**src/rtl/fifo_pkg.sv**
```systemverilog
// Shared FIFO types and helpers used by the single- and multi-channel controllers.
package fifo_pkg;

  // Width of a channel index; a single channel still gets one select bit.
  function automatic int ch_width(input int n);
    return (n > 1) ? $clog2(n) : 1;
  endfunction

  typedef struct packed {
    logic full;
    logic empty;
    logic almost_full;
    logic almost_empty;
  } fifo_status_t;

endpackage

```
**src/rtl/fifo_channel_ctrl.sv**
```systemverilog
// One channel's pointers, occupancy count, status flags and sticky error flags.
// Pointers carry an extra wrap bit so that full and empty are distinguishable
// without sacrificing a storage slot.
module fifo_channel_ctrl
  import fifo_pkg::*;
#(
  parameter int ADDR_W    = 4,
  parameter int AF_THRESH = 12,
  parameter int AE_THRESH = 2
) (
  input  logic              clk,
  input  logic              reset,
  input  logic              flush,
  input  logic              wr_acc,
  input  logic              rd_acc,
  input  logic              ovf_set,
  input  logic              udf_set,
  input  logic              err_clr,
  output logic [ADDR_W-1:0] waddr,
  output logic [ADDR_W-1:0] raddr,
  output logic [ADDR_W:0]   count,
  output fifo_status_t      status,
  output logic              overflow,
  output logic              underflow
);

  localparam logic [ADDR_W:0] ONE  = (ADDR_W+1)'(1);
  localparam logic [ADDR_W:0] AF_L = (ADDR_W+1)'(AF_THRESH);
  localparam logic [ADDR_W:0] AE_L = (ADDR_W+1)'(AE_THRESH);

  logic [ADDR_W:0] wptr;
  logic [ADDR_W:0] rptr;

  // Pointer and count update; flush returns the channel to its reset state.
  always_ff @(posedge clk or posedge reset) begin
    if (reset) begin
      wptr  <= '0;
      rptr  <= '0;
      count <= '0;
    end else if (flush) begin
      wptr  <= '0;
      rptr  <= '0;
      count <= '0;
    end else begin
      if (wr_acc) wptr <= wptr + ONE;
      if (rd_acc) rptr <= rptr + ONE;
      case ({wr_acc, rd_acc})
        2'b10:   count <= count + ONE;
        2'b01:   count <= count - ONE;
        default: count <= count;
      endcase
    end
  end

  // Sticky error flags: a new error in the same cycle outranks the clear.
  always_ff @(posedge clk or posedge reset) begin
    if (reset) begin
      overflow  <= 1'b0;
      underflow <= 1'b0;
    end else begin
      if (ovf_set)      overflow <= 1'b1;
      else if (err_clr) overflow <= 1'b0;
      if (udf_set)      underflow <= 1'b1;
      else if (err_clr) underflow <= 1'b0;
    end
  end

  assign waddr = wptr[ADDR_W-1:0];
  assign raddr = rptr[ADDR_W-1:0];

  assign status.empty        = (wptr == rptr);
  assign status.full         = (wptr[ADDR_W-1:0] == rptr[ADDR_W-1:0]) &&
                               (wptr[ADDR_W] != rptr[ADDR_W]);
  assign status.almost_full  = (count >= AF_L);
  assign status.almost_empty = (count <= AE_L);

endmodule

```
**src/rtl/multi_fifo_controller.sv**
```systemverilog
// Pointer/flag controller for NUM_CH FIFOs sharing one dual-port RAM.
// Handshake: a request is taken on the rising edge when its *_accept output is
// high during that cycle; accept is a pure function of the request inputs and
// the registered channel state, and the RAM must write/read at the presented
// address on that same edge. rd_valid marks read data one cycle later.
module multi_fifo_controller
  import fifo_pkg::*;
#(
  parameter int  ADDR_W    = 4,
  parameter int  NUM_CH    = 4,
  parameter int  AF_THRESH = 12,
  parameter int  AE_THRESH = 2,
  localparam int CH_W      = ch_width(NUM_CH)
) (
  input  logic                         clk,
  input  logic                         reset,
  input  logic                         wr_en,
  input  logic [CH_W-1:0]              wr_ch,
  input  logic                         rd_en,
  input  logic [CH_W-1:0]              rd_ch,
  input  logic [NUM_CH-1:0]            flush,
  input  logic                         err_clr,
  output logic                         wr_accept,
  output logic                         rd_accept,
  output logic [CH_W+ADDR_W-1:0]       wr_addr,
  output logic [CH_W+ADDR_W-1:0]       rd_addr,
  output logic                         rd_valid,
  output logic [NUM_CH-1:0]            full,
  output logic [NUM_CH-1:0]            empty,
  output logic [NUM_CH-1:0]            almost_full,
  output logic [NUM_CH-1:0]            almost_empty,
  output logic [NUM_CH*(ADDR_W+1)-1:0] count,
  output logic [NUM_CH-1:0]            overflow,
  output logic [NUM_CH-1:0]            underflow
);

  localparam logic [CH_W:0] NUM_CH_L = (CH_W+1)'(NUM_CH);

  logic [ADDR_W-1:0] waddr_a [NUM_CH];
  logic [ADDR_W-1:0] raddr_a [NUM_CH];
  fifo_status_t      status_a [NUM_CH];

  logic              wr_ok;
  logic              rd_ok;
  logic [ADDR_W-1:0] wsel_addr;
  logic [ADDR_W-1:0] rsel_addr;
  logic              wsel_full;
  logic              wsel_flush;
  logic              rsel_empty;
  logic              rsel_flush;

  assign wr_ok = ({1'b0, wr_ch} < NUM_CH_L);
  assign rd_ok = ({1'b0, rd_ch} < NUM_CH_L);

  // Select the addressed channel's pointer and flags for each port.
  always_comb begin
    wsel_addr  = '0;
    wsel_full  = 1'b0;
    wsel_flush = 1'b0;
    rsel_addr  = '0;
    rsel_empty = 1'b0;
    rsel_flush = 1'b0;
    for (int c = 0; c < NUM_CH; c++) begin
      if (wr_ch == CH_W'(c)) begin
        wsel_addr  = waddr_a[c];
        wsel_full  = status_a[c].full;
        wsel_flush = flush[c];
      end
      if (rd_ch == CH_W'(c)) begin
        rsel_addr  = raddr_a[c];
        rsel_empty = status_a[c].empty;
        rsel_flush = flush[c];
      end
    end
  end

  assign wr_accept = wr_en & wr_ok & ~wsel_full  & ~wsel_flush;
  assign rd_accept = rd_en & rd_ok & ~rsel_empty & ~rsel_flush;
  assign wr_addr   = {wr_ch, wsel_addr};
  assign rd_addr   = {rd_ch, rsel_addr};

  // Sync-RAM read latency: data for an accepted read appears one cycle later.
  always_ff @(posedge clk or posedge reset) begin
    if (reset) rd_valid <= 1'b0;
    else       rd_valid <= rd_accept;
  end

  for (genvar c = 0; c < NUM_CH; c++) begin : g_ch
    localparam logic IS_CH0 = (c == 0);
    logic wr_hit;
    logic rd_hit;
    logic ovf_set;
    logic udf_set;
    logic [ADDR_W:0] cnt;

    assign wr_hit  = wr_en & wr_ok & (wr_ch == CH_W'(c));
    assign rd_hit  = rd_en & rd_ok & (rd_ch == CH_W'(c));
    // Flush suppresses the error as well as the request; bad channels report on ch0.
    assign ovf_set = (wr_hit & status_a[c].full  & ~flush[c]) | (IS_CH0 & wr_en & ~wr_ok);
    assign udf_set = (rd_hit & status_a[c].empty & ~flush[c]) | (IS_CH0 & rd_en & ~rd_ok);

    fifo_channel_ctrl #(
      .ADDR_W   (ADDR_W),
      .AF_THRESH(AF_THRESH),
      .AE_THRESH(AE_THRESH)
    ) u_ch (
      .clk      (clk),
      .reset    (reset),
      .flush    (flush[c]),
      .wr_acc   (wr_hit & wr_accept),
      .rd_acc   (rd_hit & rd_accept),
      .ovf_set  (ovf_set),
      .udf_set  (udf_set),
      .err_clr  (err_clr),
      .waddr    (waddr_a[c]),
      .raddr    (raddr_a[c]),
      .count    (cnt),
      .status   (status_a[c]),
      .overflow (overflow[c]),
      .underflow(underflow[c])
    );

    assign full[c]         = status_a[c].full;
    assign empty[c]        = status_a[c].empty;
    assign almost_full[c]  = status_a[c].almost_full;
    assign almost_empty[c] = status_a[c].almost_empty;
    assign count[c*(ADDR_W+1) +: ADDR_W+1] = cnt;
  end

endmodule

```
**config.mk**
```make
export PLATFORM = sky130hd
export DESIGN_NAME = multi_fifo_controller
export DESIGN_NICKNAME = d
export VERILOG_FILES = /design/src/rtl/fifo_pkg.sv /design/src/rtl/fifo_channel_ctrl.sv /design/src/rtl/multi_fifo_controller.sv
export SDC_FILE = /design/constraint.sdc
export NUM_CORES = 1
export LEC_CHECK = 0
export ABC_AREA = 1
export BUFFER_PORTS_ARGS = -buffer_cell sky130_fd_sc_hd__buf_2
export CAP_MARGIN = 20
export CORE_UTILIZATION = 55
export CTS_BUF_LIST = sky130_fd_sc_hd__clkbuf_8
export DETAILED_ROUTE_END_ITERATION = 8
export GPL_TIMING_DRIVEN = 0
export PLACE_DENSITY_LB_ADDON = 0.25
export SLEW_MARGIN = 40
export SYNTH_ARGS = -nofsm -noshare
export SYNTH_HDL_FRONTEND = slang
export SYNTH_HIERARCHICAL = 1
export SYNTH_SLANG_ARGS = --single-unit
```
**constraint.sdc**
```tcl
create_clock -name clk -period 3.2 [get_ports clk]
set_clock_uncertainty 0.2 [all_clocks]
set_input_delay 0.16 -clock clk [delete_from_list [all_inputs] [get_ports clk]]
set_output_delay 0.16 -clock clk [all_outputs]
set_load 0.02 [all_outputs]
```
==> results.cfg, run 1 <==
[outcome]
status = completed

[global_routing]
grt.overflow.total = 0
grt_pass1_wl_um = 18830
grt_pass1_vias = 4108
grt_max_degree = 18
antenna_found_initial = 0
grt_usage = 0.2651

[logic_synthesis]
synth_top_area_frac = 0.3527
yosysTopAreaCell = dfrtp_1
ys_seq_area_frac = 0.3527
postSynthAreaPerCell_um2 = 7.200
synth-seq-cells = 69
synth_cell_types = 31
synth_area_leaders = dfrtp_1, nand2_1, inv_1
yosysWarnings = 6
syn_nets = 709
syn_area_um2 = 4896
netlist_instances = 680

[die]
ios = 72
core_um2 = 8678
die_h_um = 96.35
num_rows = 34
chipWidth_um = 96.35
start_util = 0.5642
die_area_um2 = 9283

[setup_path]
worst-path-buf-inv = 3
crit_path_max_incr_delay_ns = 0.46
worstPathRequired_ns = 3.25
cp.depth = 22
critPathArrivalTime_ns = 3.08
end_kind = register
crit_type = reg -> reg
path_cells = xnor2_1, nand4_1, nor2_1, nor2_1, nor2_1, nor2_1, nand2_2, nand2_2, nand2_4, nor2_2, inv_2, nand2_2, nand2_1, nand2_1, inv_2, ha_1, inv_1, nand2_1, nand3_2, nand3_1, nand3_1, nand2_1
startpoint = g_ch[2].u_ch/rptr[1]$_DFFE_PP0P_
path_max_fanout = 6
reg2reg_from = g_ch[2].u_ch/rptr[1]$_DFFE_PP0P_
startpoint_type = register
crit_slowest_cell = dfrtp_1
worstRegToRegCells = 22
worst_path_dominant_cell_family = simple AND/OR/NAND/NOR gates

[routing]
viasPerCell = 5.307
dr.first_iter.drc_count = 225
remaining_drc_errors = 0
ant_nets = 0
vias = 4665
drt_wl_total_um = 11820
wl_per_cell_um = 13.45
first_pass_iters = 5

[flow_run]
drv_cap = 0

[pwr]
vdd_drop_max_v = 0.0002114
power_uw = 2122
p_leak_uw = 0.002974
powerDensity_nw_per_um2 = 377.4

[placed_design]
place_congestion = 0.9317
pre_cts_ws_ns = 0.1932
io_buffer_count = 70
dp_hpwl_um = 8945

[hold_path]
hold_depth = 4
hold_class = in -> reg
hold_start = wr_en

[clock_network]
cts_buffers = 9
h-tree-depth = 3
insertion_delay_ns = 0.35
post_cts_buffers = 0
clockRootBuffer = clkbuf_8
clk_path_buf_depth = 2
path_clk_slew_ns = 0.07
clock-sinks = 69
cts_tree = done

[final_layout]
syn2layout_area_growth_pct = 14.82
most-common-layout-cells = nand2_1, inv_1, nor2_1
drive_gt1_frac = 0.2348
nets = 797
nFillCells = 798
antenna-diode-count = 0
final_common_cell = nand2_1

[timing]
drv_slew = 0
worst_pin_slew_ns = 0.7072
setup_slack_ns = 0.1680
grt_setup_unrepaired = true
period_share = 0.9475
fin_crit_ns = 3.032
hold_viol_final = 0
fmax_ghz = 0.3298
setup_violations = 0
slew_headroom = 0.5280
-- metrics by stage --
stage / instances / setup TNS [ns] / utilization / hold slack (ns) / cell area, um2
final: 879 / 0 / 0.6478 / 0.04499 / 5622
after global placement: 858 / 0 / 0.6201 / -0.1475 / 5381
after floorplan: 680 / 0 / - / -0.3113 / 4896
after detailed placement: 858 / 0 / 0.6201 / -0.1441 / 5381
after global routing: 879 / -0.1688 / 0.6478 / 0.05229 / 5622
after CTS: 879 / 0 / 0.6472 / 0.03449 / 5617
-- state kept, by name, summed over array words and instances, names as in the netlist --
register,cells
g_ch.u_ch/wptr,20
g_ch.u_ch/count,20
rd_valid,1
g_ch.u_ch/underflow,4
g_ch.u_ch/overflow,4
g_ch.u_ch/rptr,20
-- logic make-up after synthesis --
group,after synthesis,synth area share
AND/OR/NAND/NOR,340,0.3136
AO/OA/AOI/OAI,85,0.1058
flip-flops,69,0.3527
buffers and inverters,146,0.1441
adder cells (fa/ha/maj),16,0.04089
XOR/XNOR,24,0.04293
-- cell usage after synthesis --
| master | n |
|---|---|
| inv_2 | 17 |
| nor3b_1 | 2 |
| xor2_1 | 4 |
| xnor2_1 | 20 |
| nand2_2 | 12 |
| a2111oi_0 | 4 |
| nor2_4 | 1 |
| nor3_2 | 4 |
| nor4_1 | 3 |
| ha_1 | 16 |
| clkinv_1 | 2 |
| nand3_2 | 6 |
| buf_4 | 40 |
| a211oi_1 | 4 |
| dfrtp_1 | 69 |
| nand2_1 | 152 |
| buf_6 | 1 |
| o21bai_1 | 12 |
| nand4_1 | 14 |
| nor2_1 | 76 |
| nand2_4 | 1 |
| inv_1 | 86 |
| o21ai_1 | 16 |
| nor2_2 | 12 |
| o21ai_0 | 18 |
| o22ai_2 | 4 |
| nand3_1 | 43 |
| nor3_1 | 14 |
| a21boi_0 | 1 |
| a31oi_1 | 4 |
| a21oi_1 | 22 |
-- report_power, final --
group          switching (uW)  internal, uW
Combinational             344           175
Clock                     318           310
Sequential               59.7           914
Total                     723          1400
-- final timing paths --
check,end,slack (ns)
max in group asynchronous,g_ch[0].u_ch/count[1]$_DFFE_PP0P_,2.02
min in group asynchronous,rd_valid$_DFF_PP0_,0.05
hold / removal,g_ch[2].u_ch/overflow$_DFFE_PP0P_,0.04
setup / recovery,g_ch[1].u_ch/count[4]$_DFFE_PP0P_,0.17
hold reg to reg,g_ch[3].u_ch/rptr[4]$_DFFE_PP0P_,0.28
setup reg to reg,g_ch[1].u_ch/count[4]$_DFFE_PP0P_,0.17
-- worst register-to-register path, delay by kind of cell (launching register included) --
kind | cells | cell delay [ns]
xor+xnor | 1 | 0.16
flops | 1 | 0.46
simple gates | 17 | 1.72
fa+ha+maj | 1 | 0.17
buf+inv | 3 | 0.23
-- per-layer routing --
metal  vias to the layer above  part of all wire  global-route usage
met5                         -                 0                   0
met4                         0             0.023              0.1091
met3                        25             0.063             0.04502
met2                       159              0.46              0.4214
met1                      2146              0.45              0.3572
li1                       2335                 -                   -
-- repair_timing --
item / in CTS / in global routing
hold buffers: 7 / 0
resized for setup: 0 / 2
endpoints found under the setup margin: 0 / 4
hold endpoints to repair: 90 / 0
-- area by class of cell --
| type | count | area, um2 | share of cell area |
|---|---|---|---|
| Buffer | 41 | 311.5 | 0.05542 |
| Clock buffer | 11 | 151.4 | 0.02693 |
| Clock inverter | 3 | 13.76 | 0.002448 |
| Inverter | 105 | 394.1 | 0.07011 |
| Multi-Input combinational cell | 465 | 2469 | 0.4391 |
| Sequential cell | 69 | 1727 | 0.3071 |
| Tap cell | 108 | 135.1 | 0.02404 |
| Timing Repair Buffer | 77 | 420.4 | 0.07478 |
Power figures use the tool's default switching activity.
==> inputs of run 2 (changes only) <==
- REMOVE_ABC_BUFFERS: unset -> 1
==> results.cfg, run 2 (same netlist as run 1, synthesis figures left out) <==
[clock_network]
clk_path_buf_depth = 2
clockRootBuffer = clkbuf_8
h-tree-depth = 3
clock-sinks = 69
path_clk_slew_ns = 0.08
cts_buffers = 9
cts_tree = done
insertion_delay_ns = 0.35

[pwr]
p_sw_uw = 751.8
powerDensity_nw_per_um2 = 418.3
pwr-share-seq = 0.413
p_int_uw = 1612
sw_frac_of_total = 0.3180
p_leak_uw = 0.002879
vdd_drop_max_v = 0.0002767
comb_power_share = 0.222
p_clk_frac = 0.365

[die]
core_um2 = 8678
die_h_um = 96.35
ios = 72
start_util = 0.5642
die_area_um2 = 9283
num_rows = 34
chipWidth_um = 96.35

[routing]
dr.first_iter.drc_count = 336
viasPerCell = 5.329
drt_wl_total_um = 11980
remaining_drc_errors = 0
vias = 4583
first_pass_iters = 5
ant_nets = 0
wl_per_cell_um = 13.93

[timing]
worst_pin_slew_ns = 0.6962
fmax_ghz = 0.3326
period_share = 0.9396
setup_violations = 0
tns_ns = 0
hold_viol_final = 0
drv_slew = 0
fin_crit_ns = 3.007
slew_headroom = 0.5354

[setup_path]
worstPathRequired_ns = 3.23
path_max_fanout = 6
worstRegToRegCells = 23
end_kind = register
critPathArrivalTime_ns = 3.04
crit_type = reg -> reg
startpoint_type = register

[placed_design]
io_buffer_count = 71
place_area_um2 = 5075
dp_hpwl_um = 8722
place_congestion = 1.032

[hold_path]
hold_class = in -> async

[global_routing]
antenna_found_initial = 0
grt.overflow.total = 0
grt_pass1_vias = 4063
grt_pass1_wl_um = 19150
grt_max_degree = 18
grt_usage = 0.2719

[flow_run]
drv_cap = 0

[final_layout]
most-common-layout-cells = nand2_1, inv_1, nor2_1, buf_2, dfrtp_1
drive_gt1_frac = 0.2580
final_area_um2 = 5652
final_common_cell = nand2_1
nets = 776
reg_top3 = g_ch.u_ch/count: 20 flops, g_ch.u_ch/rptr: 20 flops, g_ch.u_ch/wptr: 20 flops
antenna-diode-count = 0
syn2layout_area_growth_pct = 15.44

[outcome]
status = completed
-- run 2: cell types whose count changed in the layout (fill, tap and decap cells not counted), moves of 5 or more --
cell,delta
nor2_1,-5
dfrtp_1,-17
buf_4,-20
dfrtp_2,+17
-- run 2: worst max-delay path, cell delays in order, from the launching register on --
cell and delay, ns:
dfrtp_2 0.46, xnor2_1 0.15, nand4_1 0.19, nor2_2 0.21
nor2_1 0.07, nor2_1 0.13, nor2_1 0.07, nand2_2 0.08
nand2_2 0.06, nand2_4 0.15, nor2_4 0.08, inv_2 0.11
nand2_2 0.10, nand2_1 0.07, nand2_1 0.07, inv_2 0.07
ha_1 0.13, inv_1 0.04, nand2_1 0.11, nand3_2 0.09
nand2_1 0.06, nand2_1 0.05, nand3_1 0.07, nand2_1 0.07
-- run 2: routing by layer --
layer | up-vias | share of wire | GRT usage
met5 | - | 0 | 0
met4 | 0 | 0.017 | 0.08824
met3 | 20 | 0.062 | 0.05529
met2 | 150 | 0.46 | 0.4226
met1 | 2129 | 0.46 | 0.3787
li1 | 2284 | - | -
-- run 2: final timing paths --
kind | slack (ns) | end | start
max | 0.19 | g_ch[2].u_ch/count[4]$_DFFE_PP0P_ | g_ch[2].u_ch/rptr[1]$_DFFE_PP0P_
min | 0.04 | rd_valid$_DFF_PP0_ | reset
max reg2reg | 0.19 | g_ch[2].u_ch/count[4]$_DFFE_PP0P_ | g_ch[2].u_ch/rptr[1]$_DFFE_PP0P_
min reg2reg | 0.29 | g_ch[0].u_ch/rptr[4]$_DFFE_PP0P_ | g_ch[0].u_ch/rptr[4]$_DFFE_PP0P_
max in group asynchronous | 2.00 | g_ch[1].u_ch/wptr[1]$_DFFE_PP0P_ | reset
min in group clk | 0.05 | g_ch[2].u_ch/overflow$_DFFE_PP0P_ | wr_en
-- run 2: power groups by stage --
stage	logic [uW]	registers [uW]	clock network [uW]
2_1_floorplan	297	1020	0
3_3_place_gp	484	990	0
3_5_place_dp	494	991	0
4_1_cts	503	975	880
5_1_grt	590	985	919
6_report	525	975	864
-- run 2: repair_timing --
item | CTS | global route
hold buffers | 6 | 0
resized for setup | 2 | 39
hold endpoints to repair | 86 | 0
setup buffers | 0 | 20
setup endpoints to repair | 3 | 12
pin swaps | 0 | 11
-- run 2: layout make-up --
class / instances / area [um2]
multi-input combinational: 465 / 2557
tap: 108 / 135.1
inverter: 105 / 401.6
clock inverter: 3 / 65.06
fill: 778 / 3027
sequential: 69 / 1748
clock buffer: 13 / 178.9
timing repair buffer: 97 / 565.5
-- run 2: stage by stage --
step | util | hold slack (ns) | cells | power (uW) | worst slack, ns
2_1_floorplan | - | -0.3113 | 639 | 1318 | 0.2138
3_3_place_gp | 0.5848 | -0.1456 | 818 | 1474 | -0.2820
3_5_place_dp | 0.5848 | -0.1447 | 818 | 1485 | -0.1292
4_1_cts | 0.6207 | 0.02916 | 840 | 2357 | 0.005642
5_1_grt | 0.6512 | 0.03175 | 860 | 2494 | -0.02223
6_report | 0.6512 | 0.03910 | 860 | 2364 | 0.1933
